===== config.mk =====
export PLATFORM = sky130hd
export DESIGN_NAME = reverb_fftb_stream_packer
export DESIGN_NICKNAME = d
export VERILOG_FILES = /design/src/rtl/reverb_fftb_stream_packer.sv
export SDC_FILE = /design/constraint.sdc
export NUM_CORES = 1
export LEC_CHECK = 0
export CAP_MARGIN = 10
export CELL_PAD_IN_SITES_DETAIL_PLACEMENT = 0
export CELL_PAD_IN_SITES_GLOBAL_PLACEMENT = 1
export CORE_MARGIN = 2
export CORE_UTILIZATION = 33
export DETAILED_ROUTE_END_ITERATION = 8
export GPL_ROUTABILITY_DRIVEN = 0
export PLACE_DENSITY_LB_ADDON = 0.05
export SLEW_MARGIN = 20
export SYNTH_ARGS = -nofsm -noshare
export SYNTH_HDL_FRONTEND = slang
export SYNTH_SLANG_ARGS = --single-unit

===== constraint.sdc =====
create_clock -name clock -period 2 [get_ports clock]
set_input_delay 0.2 -clock clock [delete_from_list [all_inputs] [get_ports clock]]
set_output_delay 0.2 -clock clock [all_outputs]
set_load 0.05 [all_outputs]

===== src/rtl/reverb_fftb_stream_packer.sv =====
// Frames FFT bin samples (sop/eop checked against FRAME_LEN) and forwards them through a
// 2-entry skid buffer toward a stream-to-MM FIFO; 1-cycle latency, in_ready drops only while skid is full.
module reverb_fftb_stream_packer #(
    parameter int FRAME_LEN = 512,
    parameter int CNT_W     = 9
) (
    input  logic        clock,
    input  logic        reset,
    input  logic [15:0] in_real,
    input  logic [15:0] in_imag,
    input  logic        in_valid,
    input  logic        in_sop,
    input  logic        in_eop,
    output logic        in_ready,
    output logic [31:0] out_data,
    output logic        out_valid,
    input  logic        out_ready,
    input  logic        err_clear,
    output logic        err_nosop,
    output logic        err_len,
    output logic [15:0] frame_count,
    output logic        busy
);

    typedef enum logic {IDLE, IN_FRAME} state_t;

    localparam logic [CNT_W-1:0] LAST_BIN = CNT_W'(FRAME_LEN - 1);

    state_t           state, state_nxt;
    logic [CNT_W-1:0] bin_cnt, bin_cnt_nxt;
    logic             accept, fwd, set_nosop, set_len, frame_done;

    logic             main_vld, skid_vld, skid_vld_nxt;
    logic [31:0]      main_dat, skid_dat, sample;

    assign accept = in_valid & in_ready;
    assign sample = {in_real, in_imag};

    always_comb begin
        state_nxt   = state;
        bin_cnt_nxt = bin_cnt;
        fwd         = 1'b0;
        set_nosop   = 1'b0;
        set_len     = 1'b0;
        frame_done  = 1'b0;
        if (accept) begin
            case (state)
                IDLE: begin
                    if (in_sop) begin
                        fwd = 1'b1;
                        if (in_eop && (FRAME_LEN > 1)) begin
                            set_len = 1'b1;
                        end else begin
                            state_nxt   = IN_FRAME;
                            bin_cnt_nxt = CNT_W'(1);
                        end
                    end else begin
                        set_nosop = 1'b1;
                    end
                end
                IN_FRAME: begin
                    fwd = 1'b1;
                    if (in_sop) begin
                        // Restart: this sample becomes bin 0 of a new frame.
                        set_len     = 1'b1;
                        bin_cnt_nxt = CNT_W'(1);
                    end else if (bin_cnt == LAST_BIN) begin
                        frame_done  = 1'b1;
                        set_len     = ~in_eop;
                        state_nxt   = IDLE;
                        bin_cnt_nxt = '0;
                    end else if (in_eop) begin
                        set_len     = 1'b1;
                        state_nxt   = IDLE;
                        bin_cnt_nxt = '0;
                    end else begin
                        bin_cnt_nxt = bin_cnt + CNT_W'(1);
                    end
                end
                default: state_nxt = IDLE;
            endcase
        end
    end

    always_ff @(posedge clock) begin
        if (reset) begin
            state       <= IDLE;
            bin_cnt     <= '0;
            err_nosop   <= 1'b0;
            err_len     <= 1'b0;
            frame_count <= '0;
        end else begin
            state   <= state_nxt;
            bin_cnt <= bin_cnt_nxt;
            // A new error wins over a simultaneous clear.
            if (set_nosop)      err_nosop <= 1'b1;
            else if (err_clear) err_nosop <= 1'b0;
            if (set_len)        err_len <= 1'b1;
            else if (err_clear) err_len <= 1'b0;
            if (frame_done)     frame_count <= frame_count + 16'd1;
        end
    end

    // Skid fills only when main is held and a new sample arrives.
    assign skid_vld_nxt = (main_vld & ~out_ready) ? (skid_vld | fwd) : 1'b0;

    always_ff @(posedge clock) begin
        if (reset) begin
            main_vld <= 1'b0;
            skid_vld <= 1'b0;
            main_dat <= '0;
            skid_dat <= '0;
            in_ready <= 1'b0;
        end else begin
            skid_vld <= skid_vld_nxt;
            in_ready <= ~skid_vld_nxt;
            if (~main_vld | out_ready) begin
                if (skid_vld) begin
                    main_vld <= 1'b1;
                    main_dat <= skid_dat;
                end else begin
                    main_vld <= fwd;
                    if (fwd) main_dat <= sample;
                end
            end else if (fwd) begin
                skid_dat <= sample;
            end
        end
    end

    assign out_valid = main_vld;
    assign out_data  = main_dat;
    assign busy      = (state == IN_FRAME);

endmodule

Yosys cells after proc, flatten, opt, wreduce, memory -nomap -nowiden
Index checks and enable logic that the tools add are counted.
{"block": "op_classes", "add_sub_neg": 2, "mul": 0, "div": 0, "n_lt_le_gt_ge": 0, "eq_ne": 3, "shifts": 0, "mux": 34, "bitwise_logic": 10, "reduce_logical": 6}
{"op": "$mux 32", "n": 2}
{"op": "$mux 9", "n": 5}
{"op": "$mux 1", "n": 23}
{"op": "$pmux 9 s2", "n": 1}
{"op": "$add 16x1->16 const B", "n": 1}
{"op": "$add 9x1->9 const B", "n": 1}
{"op": "$eq 9x9->1 const B", "n": 1}
{"op": "$not 1->1", "n": 6}
{"op": "$pmux 1 s2", "n": 3}
{"op": "$reduce_bool 2->1", "n": 3}
{"op": "$ne 2x2->1 const B", "n": 2}
{"op": "$reduce_and 2->1", "n": 2}
{"op": "$reduce_and 3->1", "n": 1}
{"op": "$and 1x1->1", "n": 2}
{"op": "$or 1x1->1", "n": 2}
{"block": "totals", "reg_bits": 95, "latch_bits": 0, "mem_bits_rw": 0, "romBits": 0, "input_bits": 39, "out_inout_bits": 53, "wordCells": 65, "memories": 0}

Depth between registers and ports, before layout
{"block": "logic_depth", "word_depth": 6, "ltp_mapped": 11, "mapped_depth_nobuf": 10}

Least setup slack after synthesis
Ideal clock, no wire load.
{"block": "synth_path", "path_type": "flip-flop to flip-flop", "from": "reg bin_cnt[2]", "to": "reg frame_count[13]", "setup_ns": 0.070, "arrival_ns": 1.985, "required_time_ns": 1.930, "setup_slack_ns": -0.056, "path_stages_with_launch": 10, "n_path_buf": 1, "synth_period_minus_slack_ns": 2.056, "cell_sequence": "dfxtp_1 -> and3_1 -> nand3_1 -> nor2_1 -> ha_1 -> buf_4 -> nand4_2 -> or2_1 -> or3_1 -> a21oi_1"}
{"block": "synth_between", "elab_chain_len": 5}
{"element": "start: declaration", "line_no": "30", "rtl": "logic [CNT_W-1:0] bin_cnt, bin_cnt_nxt;"}
{"element": "start signal: assignment", "line_no": "94", "rtl": "bin_cnt <= bin_cnt_nxt;"}
{"element": "$eq 9x9->1", "line_no": "67", "rtl": "end else if (bin_cnt == LAST_BIN) begin"}
{"element": "$mux 1", "line_no": "67"}
{"element": "$mux 1", "line_no": "63", "rtl": "if (in_sop) begin"}
{"element": "$mux 1", "line_no": "47", "rtl": "case (state)"}
{"element": "$mux 1", "line_no": "46", "rtl": "if (accept) begin"}
{"element": "end signal: assignment", "line_no": "100", "rtl": "if (frame_done) frame_count <= frame_count + 16'd1;"}
{"element": "end: declaration", "line_no": "21", "rtl": "output logic [15:0] frame_count,"}
No other way between the ends.
A chain may end at the register's enable or synchronous reset.

Final worst setup path
{"block": "layout_path", "from": "reg bin_cnt[0]", "to": "reg bin_cnt[5]"}
{"block": "layout_between", "elab_chain_len": 5, "elab_cells_between_ends": 6, "classes_between": "add/sub (1); eq/ne (1); mux (4)"}
{"element": "$add 9x1->9", "line_no": "77", "rtl": "bin_cnt_nxt = bin_cnt + CNT_W'(1);"}
{"element": "$mux 9", "line_no": "72", "rtl": "end else if (in_eop) begin"}
{"element": "$mux 9 *", "line_no": "67"}
{"element": "$mux 9 *", "line_no": "63"}
{"element": "$pmux 9 s2 *", "line_no": "47"}
Mark *: on every way between the ends. The rest lies on a longest branch, timed or not.

==> qor.csv <==
metric,value,unit
status,"complete, no violations",
grt_setup_unrepaired,yes,
clkSinkCount,95,
async_flop_share,0,
clockBufferDepth,2,
fin_nets,603,
grt_max_degree,53,
finClkSkew,0.00622,ns
synth.ff_latch_count,95,
core_region_area,0.0120,mm²
drt_iter0_drc,141,
initial_core_util,0.337,
seqPwrFrac,0.477,
final_util,0.464,
start_kind,flip-flop,
synth_area,0.00404,mm²
final_common_cell,dfxtp_1,
syn2layout_area_growth,37.5,%
rows,40,
io_buffers,91,
dr.pass1.iters,4,
timing.fmax,529,MHz
internal-power,3060,µW
ant_nets,0,
cp.required,2.27,ns
ys_seq_area_frac,0.471,
synth.avg_cell_area,8.62,µm²
path_class,reg -> reg,
root_buffer,clkbuf_16,
leakage,0.00185,µW
critPathMaxFanout,5,
fp.dieH,115,µm
wl,9.58,mm
p_per_area,743,mW/mm²
fin_crit_sh,0.946,
whs,0.288,ns
post-dp-hpwl,6.41,mm
synthCells,468,
cts_made_buffers,9,
place_area,0.00523,mm²
post_cts.repair.setup_buffers,0,
final_cell_mix,"dfxtp_1, clkdlybuf4s50_1, nand2_1, nor2_1, a21oi_1",
ios,92,
clk_pin_slew_worst_paths,0.06,ns
synth_cell_types,45,
syn-num-nets,511,
finalSetupTns,0,ns
tightestPinTransition,0.576,ns
synth-edff-count,0,
net-switching-power,1060,µW
drcViolationCount,0,
design_area,0.00555,mm²
avgViaCountPerCell,4.84,
synth_warnings,0,
hp-class,in -> reg,
post-route-min-period,1.89,ns
die_area,0.0131,mm²
swShare,0.257,
antenna_found_initial,0,
p_comb_frac,0.126,
cts_tree,yes,
postCtsHoldBufs,0,
diodes,0,
hold_violations,0,
drive_above_1_share,0.106,
grt_first_pass_wirelength,15.8,mm
drv_slew,0,
maxSlewHeadroom,0.616,
grt_overflow_total,0,
finalSetupViolCount,0,
synth_ff_type,dfxtp_1,
end_kind,flip-flop,
cp_data_arrival_time,2.16,ns
dieWidth,115,µm
fin_total_pwr,4120,µW
cts_max_level,3,
maxCapViolations,0,
grtUsageTotal,0.154,
wl_per_cell,13.5,µm
grt_pass1_vias,3207,
vias,3449,
ir_worst_vdd,0.000423,V
worstSkewPairLatency,0.34,ns
power_frac_clock,0.397,
==> metrics by stage <==
step / setup WS (ns) / instances
finish: 0.108 / 712
global route: -0.0337 / 712
CTS: 0.00647 / 712
detailed placement: -0.0357 / 696
global placement: 0.0241 / 696
floorplan: 0.0130 / 468
==> cells in the mapped netlist, types with 4 or more instances <==
| master | number | share of area |
|---|---|---|
| mux2i_1 | 32 | 0.079 |
| a21oi_1 | 47 | 0.058 |
| or3_1 | 6 | 0.0093 |
| a211oi_1 | 32 | 0.060 |
| nand4_1 | 5 | 0.0077 |
| nand2_1 | 79 | 0.073 |
| inv_1 | 5 | 0.0047 |
| clkbuf_1 | 14 | 0.013 |
| buf_4 | 7 | 0.013 |
| nor2_1 | 58 | 0.054 |
| nor3_1 | 6 | 0.0074 |
| nand3_1 | 6 | 0.0074 |
| dfxtp_1 | 95 | 0.47 |
| o21ai_0 | 10 | 0.012 |
| ha_1 | 4 | 0.012 |
| xnor2_1 | 4 | 0.0087 |
| buf_2 | 10 | 0.012 |
| and2_1 | 5 | 0.0077 |
| xor2_1 | 7 | 0.015 |
==> sequential cells by signal, summed over array words and instances, names as in the netlist <==
name and flops:
out_data 32, frame_count 16, busy 1, in_ready 1, skid_dat 32, skid_vld 1
bin_cnt 9, err_len 1, err_nosop 1, out_valid 1
==> cell families after synthesis <==
kind of cell	share of synthesized area
compound gates	0.151
xor+xnor	0.0239
fa+ha+maj	0.0124
buf+inv	0.0440
flops	0.471
mux	0.0821
simple gates	0.216
==> repair_timing <==
item                                    CTS  global route
resized for setup                         2             6
gates cloned                              0             0
pin swaps                                 1             3
endpoints found under the setup margin    1            10
==> cell type report <==
cell class                 count  area, µm²
fill                        1201       6410
inverter                       5       18.8
multi-input combinational    336       2020
clock inverter                 4       30.0
timing repair buffer         113       1130
clock buffer                  12        256
tap                          147        184
sequential                    95       1910
==> path summary, 6_finish.rpt <==
path	from	to	slack, ns	cells past startpoint
setup / recovery	bin_cnt[0]	bin_cnt[5]	0.11	8
hold / removal	reset	err_len	0.29	2
setup reg to reg	bin_cnt[0]	bin_cnt[5]	0.11	8
hold reg to reg	skid_dat[17]	skid_dat[17]	0.45	2
==> critical path, stage by stage (launching register included) <==
cell	delay, ns
dfxtp_1	0.32
ha_1	0.23
nand2_2	0.09
nor2_4	0.04
ha_4	0.18
nor4b_4	0.28
and2_1	0.19
or3b_1	0.34
a31oi_1	0.16
==> routing by layer <==
metal | vias to the layer above | GRT usage | wire (µm)
met5 | - | 0 | 0
met4 | 0 | 0.0439 | 114
met3 | 9 | 0.0524 | 463
met2 | 64 | 0.255 | 4450
met1 | 1558 | 0.190 | 4550
li1 | 1818 | - | -
==> power by group through the flow <==
stage	Combinational, µW	Clock [µW]	Sequential (µW)
2_1_floorplan	148	0	2160
3_3_place_gp	520	0	2010
3_5_place_dp	522	0	2010
4_1_cts	524	1710	1970
5_1_grt	558	1780	1970
6_report	518	1640	1970
(Power assumes the default switching activity.)
